### src/rtl/ex_div_stage_pkg.sv
// Shared opcodes, result classes and divider state encodings for the execute stage.
package ex_div_stage_pkg;

  localparam int ALU_OP_W  = 8;
  localparam int ALU_SEL_W = 3;

  localparam logic [5:0] EXE_DIV  = 6'b011010;
  localparam logic [5:0] EXE_DIVU = 6'b011011;

  localparam logic [ALU_OP_W-1:0] EXE_NOP_OP  = 8'b0000_0000;
  localparam logic [ALU_OP_W-1:0] EXE_AND_OP  = 8'b0010_0100;
  localparam logic [ALU_OP_W-1:0] EXE_OR_OP   = 8'b0010_0101;
  localparam logic [ALU_OP_W-1:0] EXE_XOR_OP  = 8'b0010_0110;
  localparam logic [ALU_OP_W-1:0] EXE_NOR_OP  = 8'b0010_0111;
  localparam logic [ALU_OP_W-1:0] EXE_SLL_OP  = 8'b0111_1100;
  localparam logic [ALU_OP_W-1:0] EXE_SRL_OP  = 8'b0000_0010;
  localparam logic [ALU_OP_W-1:0] EXE_SRA_OP  = 8'b0000_0011;
  localparam logic [ALU_OP_W-1:0] EXE_DIV_OP  = 8'b0001_1010;
  localparam logic [ALU_OP_W-1:0] EXE_DIVU_OP = 8'b0001_1011;

  localparam logic [ALU_SEL_W-1:0] EXE_RES_NOP   = 3'b000;
  localparam logic [ALU_SEL_W-1:0] EXE_RES_LOGIC = 3'b001;
  localparam logic [ALU_SEL_W-1:0] EXE_RES_SHIFT = 3'b010;
  localparam logic [ALU_SEL_W-1:0] EXE_RES_DIV   = 3'b101;

  localparam logic STOP    = 1'b1;
  localparam logic NO_STOP = 1'b0;

  typedef enum logic [1:0] {
    DIV_FREE   = 2'b00,
    DIV_BYZERO = 2'b01,
    DIV_ON     = 2'b10,
    DIV_END    = 2'b11
  } div_state_e;

  function automatic logic [31:0] cond_neg(input logic [31:0] v, input logic neg);
    return neg ? (~v + 32'd1) : v;
  endfunction

endpackage

### src/rtl/ex_div_stage_div_unit.sv
// 32-step restoring divider on a 65-bit {remainder,quotient} register with sign fix-up.
module div_unit
  import ex_div_stage_pkg::*;
(
  input  logic        clk,
  input  logic        rst,
  input  logic        start_i,
  input  logic        signed_i,
  input  logic [31:0] op1_i,
  input  logic [31:0] op2_i,
  input  logic        annul_i,
  output logic [63:0] result_o,
  output logic        ready_o
);

  div_state_e  r_state, w_state_nxt;
  logic [5:0]  r_cnt, w_cnt_nxt;
  logic [64:0] r_rq, w_rq_nxt;
  logic [31:0] r_dvsr, w_dvsr_nxt;
  logic        r_neg_q, r_neg_r, w_neg_q_nxt, w_neg_r_nxt;
  logic [64:0] w_shl;
  logic [32:0] w_diff;
  logic        w_ge;

  assign w_shl  = r_rq << 1;
  assign w_ge   = (w_shl[64:32] >= {1'b0, r_dvsr});
  assign w_diff = w_shl[64:32] - {1'b0, r_dvsr};

  always_comb begin
    w_state_nxt = r_state;
    w_cnt_nxt   = r_cnt;
    w_rq_nxt    = r_rq;
    w_dvsr_nxt  = r_dvsr;
    w_neg_q_nxt = r_neg_q;
    w_neg_r_nxt = r_neg_r;
    case (r_state)
      DIV_FREE: begin
        if (start_i && !annul_i) begin
          if (op2_i == 32'd0) begin
            w_state_nxt = DIV_BYZERO;
          end else begin
            w_state_nxt = DIV_ON;
            w_rq_nxt    = {33'd0, cond_neg(op1_i, signed_i && op1_i[31])};
            w_dvsr_nxt  = cond_neg(op2_i, signed_i && op2_i[31]);
            w_neg_q_nxt = signed_i && (op1_i[31] ^ op2_i[31]);
            w_neg_r_nxt = signed_i && op1_i[31];
            w_cnt_nxt   = 6'd0;
          end
        end else begin
          w_state_nxt = DIV_FREE;
        end
      end
      DIV_BYZERO: begin
        w_state_nxt = DIV_END;
        w_rq_nxt    = 65'd0;
      end
      DIV_ON: begin
        // Trial subtraction; on success the freed LSB becomes the quotient bit.
        w_rq_nxt  = w_ge ? {w_diff, w_shl[31:1], 1'b1} : w_shl;
        w_cnt_nxt = r_cnt + 6'd1;
        if (r_cnt == 6'd31) begin
          w_state_nxt = DIV_END;
        end else begin
          w_state_nxt = DIV_ON;
        end
      end
      DIV_END: w_state_nxt = DIV_FREE;
      default: w_state_nxt = DIV_FREE;
    endcase
    if (annul_i) begin
      w_state_nxt = DIV_FREE;
    end else begin
      w_state_nxt = w_state_nxt;
    end
  end

  always_ff @(posedge clk) begin
    if (rst) begin
      r_state <= DIV_FREE;
      r_cnt   <= 6'd0;
      r_rq    <= 65'd0;
      r_dvsr  <= 32'd0;
      r_neg_q <= 1'b0;
      r_neg_r <= 1'b0;
    end else begin
      r_state <= w_state_nxt;
      r_cnt   <= w_cnt_nxt;
      r_rq    <= w_rq_nxt;
      r_dvsr  <= w_dvsr_nxt;
      r_neg_q <= w_neg_q_nxt;
      r_neg_r <= w_neg_r_nxt;
    end
  end

  always_comb begin
    ready_o = (r_state == DIV_END) && !annul_i;
    if (ready_o) begin
      result_o = {cond_neg(r_rq[63:32], r_neg_r), cond_neg(r_rq[31:0], r_neg_q)};
    end else begin
      result_o = 64'd0;
    end
  end

endmodule

### src/rtl/ex_div_stage.sv
// MIPS32 execute stage: combinational logic/shift results plus a stalling DIV/DIVU unit.
module ex_div_stage
  import ex_div_stage_pkg::*;
(
  input  logic                 clk,
  input  logic                 rst,
  input  logic [ALU_OP_W-1:0]  aluop_i,
  input  logic [ALU_SEL_W-1:0] alusel_i,
  input  logic [31:0]          reg1_i,
  input  logic [31:0]          reg2_i,
  input  logic [4:0]           wd_i,
  input  logic                 wreg_i,
  input  logic                 annul_i,
  output logic [4:0]           wd_o,
  output logic                 wreg_o,
  output logic [31:0]          wdata_o,
  output logic                 whilo_o,
  output logic [31:0]          hi_o,
  output logic [31:0]          lo_o,
  output logic                 stallreq_o
);

  logic [31:0] w_logic, w_shift, w_wdata;
  logic [63:0] w_result;
  logic        w_is_div, w_start, w_signed, w_ready;

  assign w_is_div = (alusel_i == EXE_RES_DIV);
  assign w_start  = w_is_div && ((aluop_i == EXE_DIV_OP) || (aluop_i == EXE_DIVU_OP));
  assign w_signed = (aluop_i == EXE_DIV_OP);

  always_comb begin
    case (aluop_i)
      EXE_OR_OP:  w_logic = reg1_i | reg2_i;
      EXE_AND_OP: w_logic = reg1_i & reg2_i;
      EXE_XOR_OP: w_logic = reg1_i ^ reg2_i;
      EXE_NOR_OP: w_logic = ~(reg1_i | reg2_i);
      default:    w_logic = 32'd0;
    endcase
  end

  always_comb begin
    case (aluop_i)
      EXE_SLL_OP: w_shift = reg2_i << reg1_i[4:0];
      EXE_SRL_OP: w_shift = reg2_i >> reg1_i[4:0];
      EXE_SRA_OP: w_shift = $unsigned($signed(reg2_i) >>> reg1_i[4:0]);
      default:    w_shift = 32'd0;
    endcase
  end

  always_comb begin
    case (alusel_i)
      EXE_RES_LOGIC: w_wdata = w_logic;
      EXE_RES_SHIFT: w_wdata = w_shift;
      default:       w_wdata = 32'd0;
    endcase
  end

  div_unit u_div (
    .clk      (clk),
    .rst      (rst),
    .start_i  (w_start),
    .signed_i (w_signed),
    .op1_i    (reg1_i),
    .op2_i    (reg2_i),
    .annul_i  (annul_i),
    .result_o (w_result),
    .ready_o  (w_ready)
  );

  // The divide op is held in ID/EX by the stall, so "start and not yet ready" covers IDLE, BYZERO and ON.
  always_comb begin
    wd_o       = 5'd0;
    wreg_o     = 1'b0;
    wdata_o    = 32'd0;
    whilo_o    = 1'b0;
    hi_o       = 32'd0;
    lo_o       = 32'd0;
    stallreq_o = NO_STOP;
    if (rst) begin
      stallreq_o = NO_STOP;
    end else begin
      wd_o       = wd_i;
      wreg_o     = wreg_i && !w_is_div;
      wdata_o    = w_wdata;
      whilo_o    = w_ready;
      hi_o       = w_result[63:32];
      lo_o       = w_result[31:0];
      stallreq_o = (w_start && !w_ready && !annul_i) ? STOP : NO_STOP;
    end
  end

endmodule

### config.mk
export PLATFORM = sky130hd
export DESIGN_NAME = ex_div_stage
export DESIGN_NICKNAME = d
export VERILOG_FILES = /design/src/rtl/ex_div_stage_pkg.sv /design/src/rtl/ex_div_stage_div_unit.sv /design/src/rtl/ex_div_stage.sv
export SDC_FILE = /design/constraint.sdc
export NUM_CORES = 1
export LEC_CHECK = 0
export ABC_AREA = 1
export BUFFER_PORTS_ARGS = -buffer_cell sky130_fd_sc_hd__buf_2
export CORE_MARGIN = 5
export CORE_UTILIZATION = 60
export CTS_CLUSTER_SIZE = 16
export DETAILED_ROUTE_END_ITERATION = 10
export GPL_TIMING_DRIVEN = 0
export PLACE_DENSITY = 0.82
export REMOVE_ABC_BUFFERS = 1
export SLEW_MARGIN = 10
export SYNTH_ARGS = -nofsm -noshare
export SYNTH_HDL_FRONTEND = slang
export SYNTH_SLANG_ARGS = --single-unit
### constraint.sdc
create_clock -name clk -period 6.2 [get_ports clk]
set_clock_uncertainty 0.15 [all_clocks]
set_input_delay 0.31 -clock clk [delete_from_list [all_inputs] [get_ports clk]]
set_output_delay 0.31 -clock clk [all_outputs]
set_load 0.05 [all_outputs]
Yosys cells after proc, flatten, opt, wreduce, memory -nomap -nowiden
Index checks and enable logic that the tools add are counted.
{ "word_totals": {"regBits": 106, "output_inout_bits": 104} }
{ "classes": {"add_sub_neg": 6, "order_cmp": 1, "eq_ne": 18, "shift": 3, "muxes": 27, "bitwise_logic": 10, "reduce_logical": 21} }
{ "op_table": {"columns": ["op", "n"], "rows": [
  ["$mux 64", 4],
  ["$mux 32", 7],
  ["$pmux 64 s3", 1],
  ["$not 32->32", 5],
  ["$add 32x1->32 const B", 4],
  ["$pmux 32 s4", 1],
  ["$pmux 32 s3", 1],
  ["$pmux 32 s2", 1],
  ["$ge 33x32->1", 1],
  ["$and 32x32->32", 1],
  ["$eq 8x6->1 const B", 4],
  ["$logic_not 32->1", 1],
  ["$or 32x32->32", 1],
  ["$shl 32x5->32", 1],
  ["$shr 32x5->32", 1],
  ["$sshr 32x5->32", 1],
  ["$sub 32x32->32", 1],
  ["$xor 32x32->32", 1],
  ["$eq 8x2->1 const B", 2],
  ["$eq 8x5->1 const B", 2],
  ["$mux 6", 2],
  ["$pmux 6 s2", 1],
  ["$logic_and 1x1->1", 9],
  ["$reduce_and 3->1", 3],
  ["22 further kinds", 30]
]} }

Longest topological paths before layout
{ "logic_depth": {"word_depth": 7, "depth_mapped": 18, "ltp_nobuf": 16} }

Modules after synthesis
A second synthesis with hierarchy kept.
{ "hier_totals": {"hier_cells": 3244, "hier_area_um2": 17216.5} }
{ "by_module_without_submodules": {"columns": ["mod", "instances", "cells_each", "area_each_um2", "seq_area_each_um2"], "rows": [
  ["div_unit", 1, 1905, 10712.8, 2122.0],
  ["ex_div_stage", 1, 1339, 6503.7, 0.0]
]} }

Worst setup path after synthesis
No wires, ideal clock.
{ "synth_path": {"path_kind": "flip-flop to output port", "startpoint": "register u_div.r_state[0]", "endpoint": "output port hi_o[1]", "arrival_time_ns": 2.350, "path_slack_ns": 3.390, "path_stages_with_launch": 7, "cell_sequence": "dfxtp_1 -> ha_1 -> nand2_1 -> nor2_1 -> clkbuf_1 -> clkinv_1 -> a211oi_1"} }
{ "synth_between": {"elab_chain_len": 4} }
{ "synth_lines": {"columns": ["item", "line", "text"], "rows": [
  ["start, declared", "ex_div_stage_div_unit.sv:16", "div_state_e r_state, w_state_nxt;"],
  ["start signal, assigned", "ex_div_stage_div_unit.sv:86", "r_state <= w_state_nxt;"],
  ["$eq 2x2->1", "ex_div_stage_div_unit.sv:96", "ready_o = (r_state == DIV_END) && !annul_i;"],
  ["$logic_and 1x1->1", "ex_div_stage_div_unit.sv:96", null],
  ["$mux 64", "ex_div_stage_div_unit.sv:97", "if (ready_o) begin"],
  ["$mux 32", "ex_div_stage.sv:79", "if (rst) begin"],
  ["end, declared", "ex_div_stage.sv:18", "output logic [31:0] hi_o,"]
]} }
No other way between the ends.

Worst setup path in the final report
{ "layout_path": {"startpoint": "input port reg1_i[3]", "endpoint": "output port wdata_o[27]"} }
{ "layout_between": {"elab_chain_len": 4} }
{ "layout_lines": {"columns": ["item", "line", "text"], "rows": [
  ["start, declared", "ex_div_stage.sv:9", "input logic [31:0] reg1_i,"],
  ["$sshr 32x5->32, or another cell as far along", "ex_div_stage.sv:45", "EXE_SRA_OP: w_shift = $unsigned($signed(reg2_i) >>> reg1_i[4:0]);"],
  ["$pmux 32 s3 *", "ex_div_stage.sv:42", "case (aluop_i)"],
  ["$pmux 32 s2 *", "ex_div_stage.sv:51", "case (alusel_i)"],
  ["$mux 32 *", "ex_div_stage.sv:79", null],
  ["end, declared", "ex_div_stage.sv:16", "output logic [31:0] wdata_o,"]
]} }
Mark *: on every way between the ends. The rest lies on a longest branch, timed or not.

==> impl_metrics.env <==
export IMPL_status="finished clean"
export IMPL_critical_path_required_ns=5.74
export IMPL_fin_cells=3443
export IMPL_crit_path_start_kind="input pin"
export IMPL_drc_errors=0
export IMPL_cts_setup_buffers=0
export IMPL_r2r_start="u_div.r_dvsr[3]"
export IMPL_postLayoutCellArea_sq_mm=0.0174
export IMPL_hpwl_mm=53.3
export IMPL_syn_inst=3029
export IMPL_synth_top_area_frac=0.203
export IMPL_final_nets=3288
export IMPL_p_int_mw=1.10
export IMPL_pwr_density_cell_mw_per_mm2=102
export IMPL_crit_arrival_ns=4.32
export IMPL_postPlaceCellArea_sq_mm=0.0171
export IMPL_path_max_fanout=28
export IMPL_yosys_most_used_dff="dfxtp_1"
export IMPL_final_common_cell="nand2_1"
export IMPL_cp_cell_sequence="buf_2 -> clkinv_1 -> nor2_1 -> nand2_1 -> nand3_1 -> o21ai_0 -> nand2_1 -> nand2_1 -> a21oi_1 -> buf_2"
export IMPL_io_buffers=187
export IMPL_seq_area_frac_synth=0.131
export IMPL_slowest_stage="nor2_1"
export IMPL_drv_slew=0
export IMPL_period_needed_ns=4.78
export IMPL_comb_power_share=0.274
export IMPL_ys_warn_count=0
export IMPL_max_stage_delay_ns=1.15
export IMPL_core_area_sq_mm=0.0268
export IMPL_crit_type="input pin to primary output"
export IMPL_period_share=0.772
export IMPL_std_cell_rows=60
export IMPL_cts_buffers=9
export IMPL_setup_violations=0
export IMPL_worst_path_most_repeated_cell="nand2_1"
export IMPL_fillCellCount=2676
export IMPL_ys_types=46
export IMPL_cts_buffer_depth=2
export IMPL_cts_num_sinks=106
export IMPL_drt_wl_total_mm=68.1
export IMPL_p_total_mw=1.77
export IMPL_gr_usage_met3=0.0596
export IMPL_cts_root_buffer="clkbuf_16"
export IMPL_place_congestion=1.04
export IMPL_power_switching_mw=0.676
export IMPL_ctsResizeCount=0
export IMPL_clock_power_share=0.342
export IMPL_worstSetupEndpoint="wdata_o[27]"
export IMPL_drtPass1Iterations=9
export IMPL_rrSetupSlack_ns=1.49
export IMPL_yosysTopAreaCell="nand2_1"
export IMPL_grt_max_degree=68
export IMPL_via_count=21827
export IMPL_wl_per_cell_microns=19.8
export IMPL_synth_seq_cells=106
export IMPL_worstMarginPinSlew_ns=1.33
export IMPL_die_h_microns=174
export IMPL_postCtsHoldBufs=0
export IMPL_areaGrowthSynthToFinish_pct=7.53
export IMPL_critical_path_startpoint="reg1_i[3]"
export IMPL_die_w_microns=174
export IMPL_insertion_delay_ns=0.38
export IMPL_placed_cells=3425
export IMPL_via_per_inst=6.34
export IMPL_hold_slack_ns=0.154
export IMPL_worstReg2RegEnd="u_div.r_rq[57]"
export IMPL_final_antenna_net_count=0
export IMPL_syn_area_per_cell_sq_um=5.35
export IMPL_grt_pass1_vias=20113
export IMPL_synthArstFlopShare=0
export IMPL_synth_area_sq_mm=0.0162
export IMPL_gr_total_overflow=0
export IMPL_rsz0062_at_grt="false"
export IMPL_leakage_nw=8.81
export IMPL_antenna_found_initial=2
export IMPL_use_met1=0.483
export IMPL_final_cell_mix="nand2_1, nand3_1, inv_1"
export IMPL_vdd_drop_max_uv=138
export IMPL_drive_gt1_frac=0.0803
export IMPL_finalSetupTns_ns=0
export IMPL_grt_pass1_wl_mm=104
export IMPL_busiest_layer="met2"
export IMPL_grt_usage=0.423
export IMPL_sw_frac_of_total=0.381
export IMPL_critPathCaptureType="primary output"
export IMPL_cap_violations=0
export IMPL_relSlewSlack=0.110
export IMPL_clk_pin_slew_worst_paths_ns=0.07
export IMPL_r2r_cells=15
export IMPL_die_area_sq_mm=0.0304
export IMPL_hold_viol_final=0
export IMPL_cts_tree="yes"
export IMPL_cts_htree_levels=3
export IMPL_fmax_mhz=209
export IMPL_pwr_share_seq=0.384
export IMPL_synth_area_leaders="nand2_1, nand3_1, dfxtp_1"
export IMPL_ios=188
export IMPL_use_met2=0.721
export IMPL_start_util=0.605
export IMPL_hp_class="input pin to flip-flop"
export IMPL_drt_iter0_drc=2863
export IMPL_synth_edf_count=0
## metrics by stage
| step | util | worst slack [ns] |
|---|---|---|
| floorplan | - | 1.12 |
| global placement | 0.633 | -0.0633 |
| detailed placement | 0.639 | 0.946 |
| CTS | 0.650 | 0.932 |
| global route | 0.650 | 1.29 |
| finish | 0.650 | 1.42 |
## cell usage after synthesis (all sizes together), types with 37 or more instances
cell type    n
nand4       37
ha         108
nor3        45
nand2      879
nor2       255
dfxtp      106
clkbuf      73
a21oi      265
o21ai      237
inv        359
buf         67
nand3      428
## per-layer routing
layer | share of wire | routed length, microns
met5 | 0 | 0
met3 | 0.099 | 6710
met1 | 0.35 | 24200
met4 | 0.086 | 5850
met2 | 0.46 | 31400
## worst max-delay path, delay by kind of cell
| kind | cells | cell delay [ns] |
|---|---|---|
| buffers and inverters | 3 | 1.84 |
| AOI/OAI and AO/OA | 2 | 0.41 |
| and+or+nand+nor | 5 | 1.72 |
## power groups by stage
stage | combinational, mW | clock [mW] | sequential [mW]
global placement | 0.447 | 0 | 0.697
floorplan | 0.256 | 0 | 0.697
CTS | 0.464 | 0.595 | 0.681
finish | 0.486 | 0.606 | 0.681
global route | 0.520 | 0.622 | 0.681
detailed placement | 0.462 | 0 | 0.697
## area by class of cell
type | instances | area [sq um] | share of cell area
Sequential cell | 106 | 2120 | 0.122
Multi-Input combinational cell | 2420 | 12200 | 0.697
Clock inverter | 7 | 80.1 | 0.00459
Antenna cell | 2 | 5.00 | 0.000287
Tap cell | 341 | 427 | 0.0245
Timing Repair Buffer | 195 | 1050 | 0.0605
Clock buffer | 9 | 225 | 0.0129
Inverter | 363 | 1360 | 0.0782
## flip-flops by register name (all words and copies together) (netlist names)
register / count
u_div.r_neg_r: 1
u_div.r_cnt: 6
u_div.r_rq: 64
u_div.r_state: 2
u_div.r_neg_q: 1
u_div.r_dvsr: 32
## worst min path at each step
stage | slack [ns] | cells after the start | endpoint | start
global placement | 0.31 | 2 | u_div.r_dvsr[7] | u_div.r_dvsr[7]
global route | 0.17 | 4 | u_div.r_state[0] | annul_i
detailed placement | 0.31 | 2 | u_div.r_dvsr[19] | u_div.r_dvsr[19]
CTS | 0.14 | 4 | u_div.r_state[1] | annul_i
floorplan | 0.23 | 1 | u_div.r_cnt[1] | rst
finish | 0.15 | 4 | u_div.r_state[0] | annul_i
## cells by family after synthesis
kind of cell / Yosys count / synth area share
xor gates and xnor gates: 40 / 0.0216
and+or+nand+nor: 1678 / 0.443
AOI/OAI and AO/OA: 593 / 0.198
DFF: 106 / 0.131
adders and majority gates: 109 / 0.0846
buffers and inverters: 503 / 0.122
(Power assumes the default switching activity.)
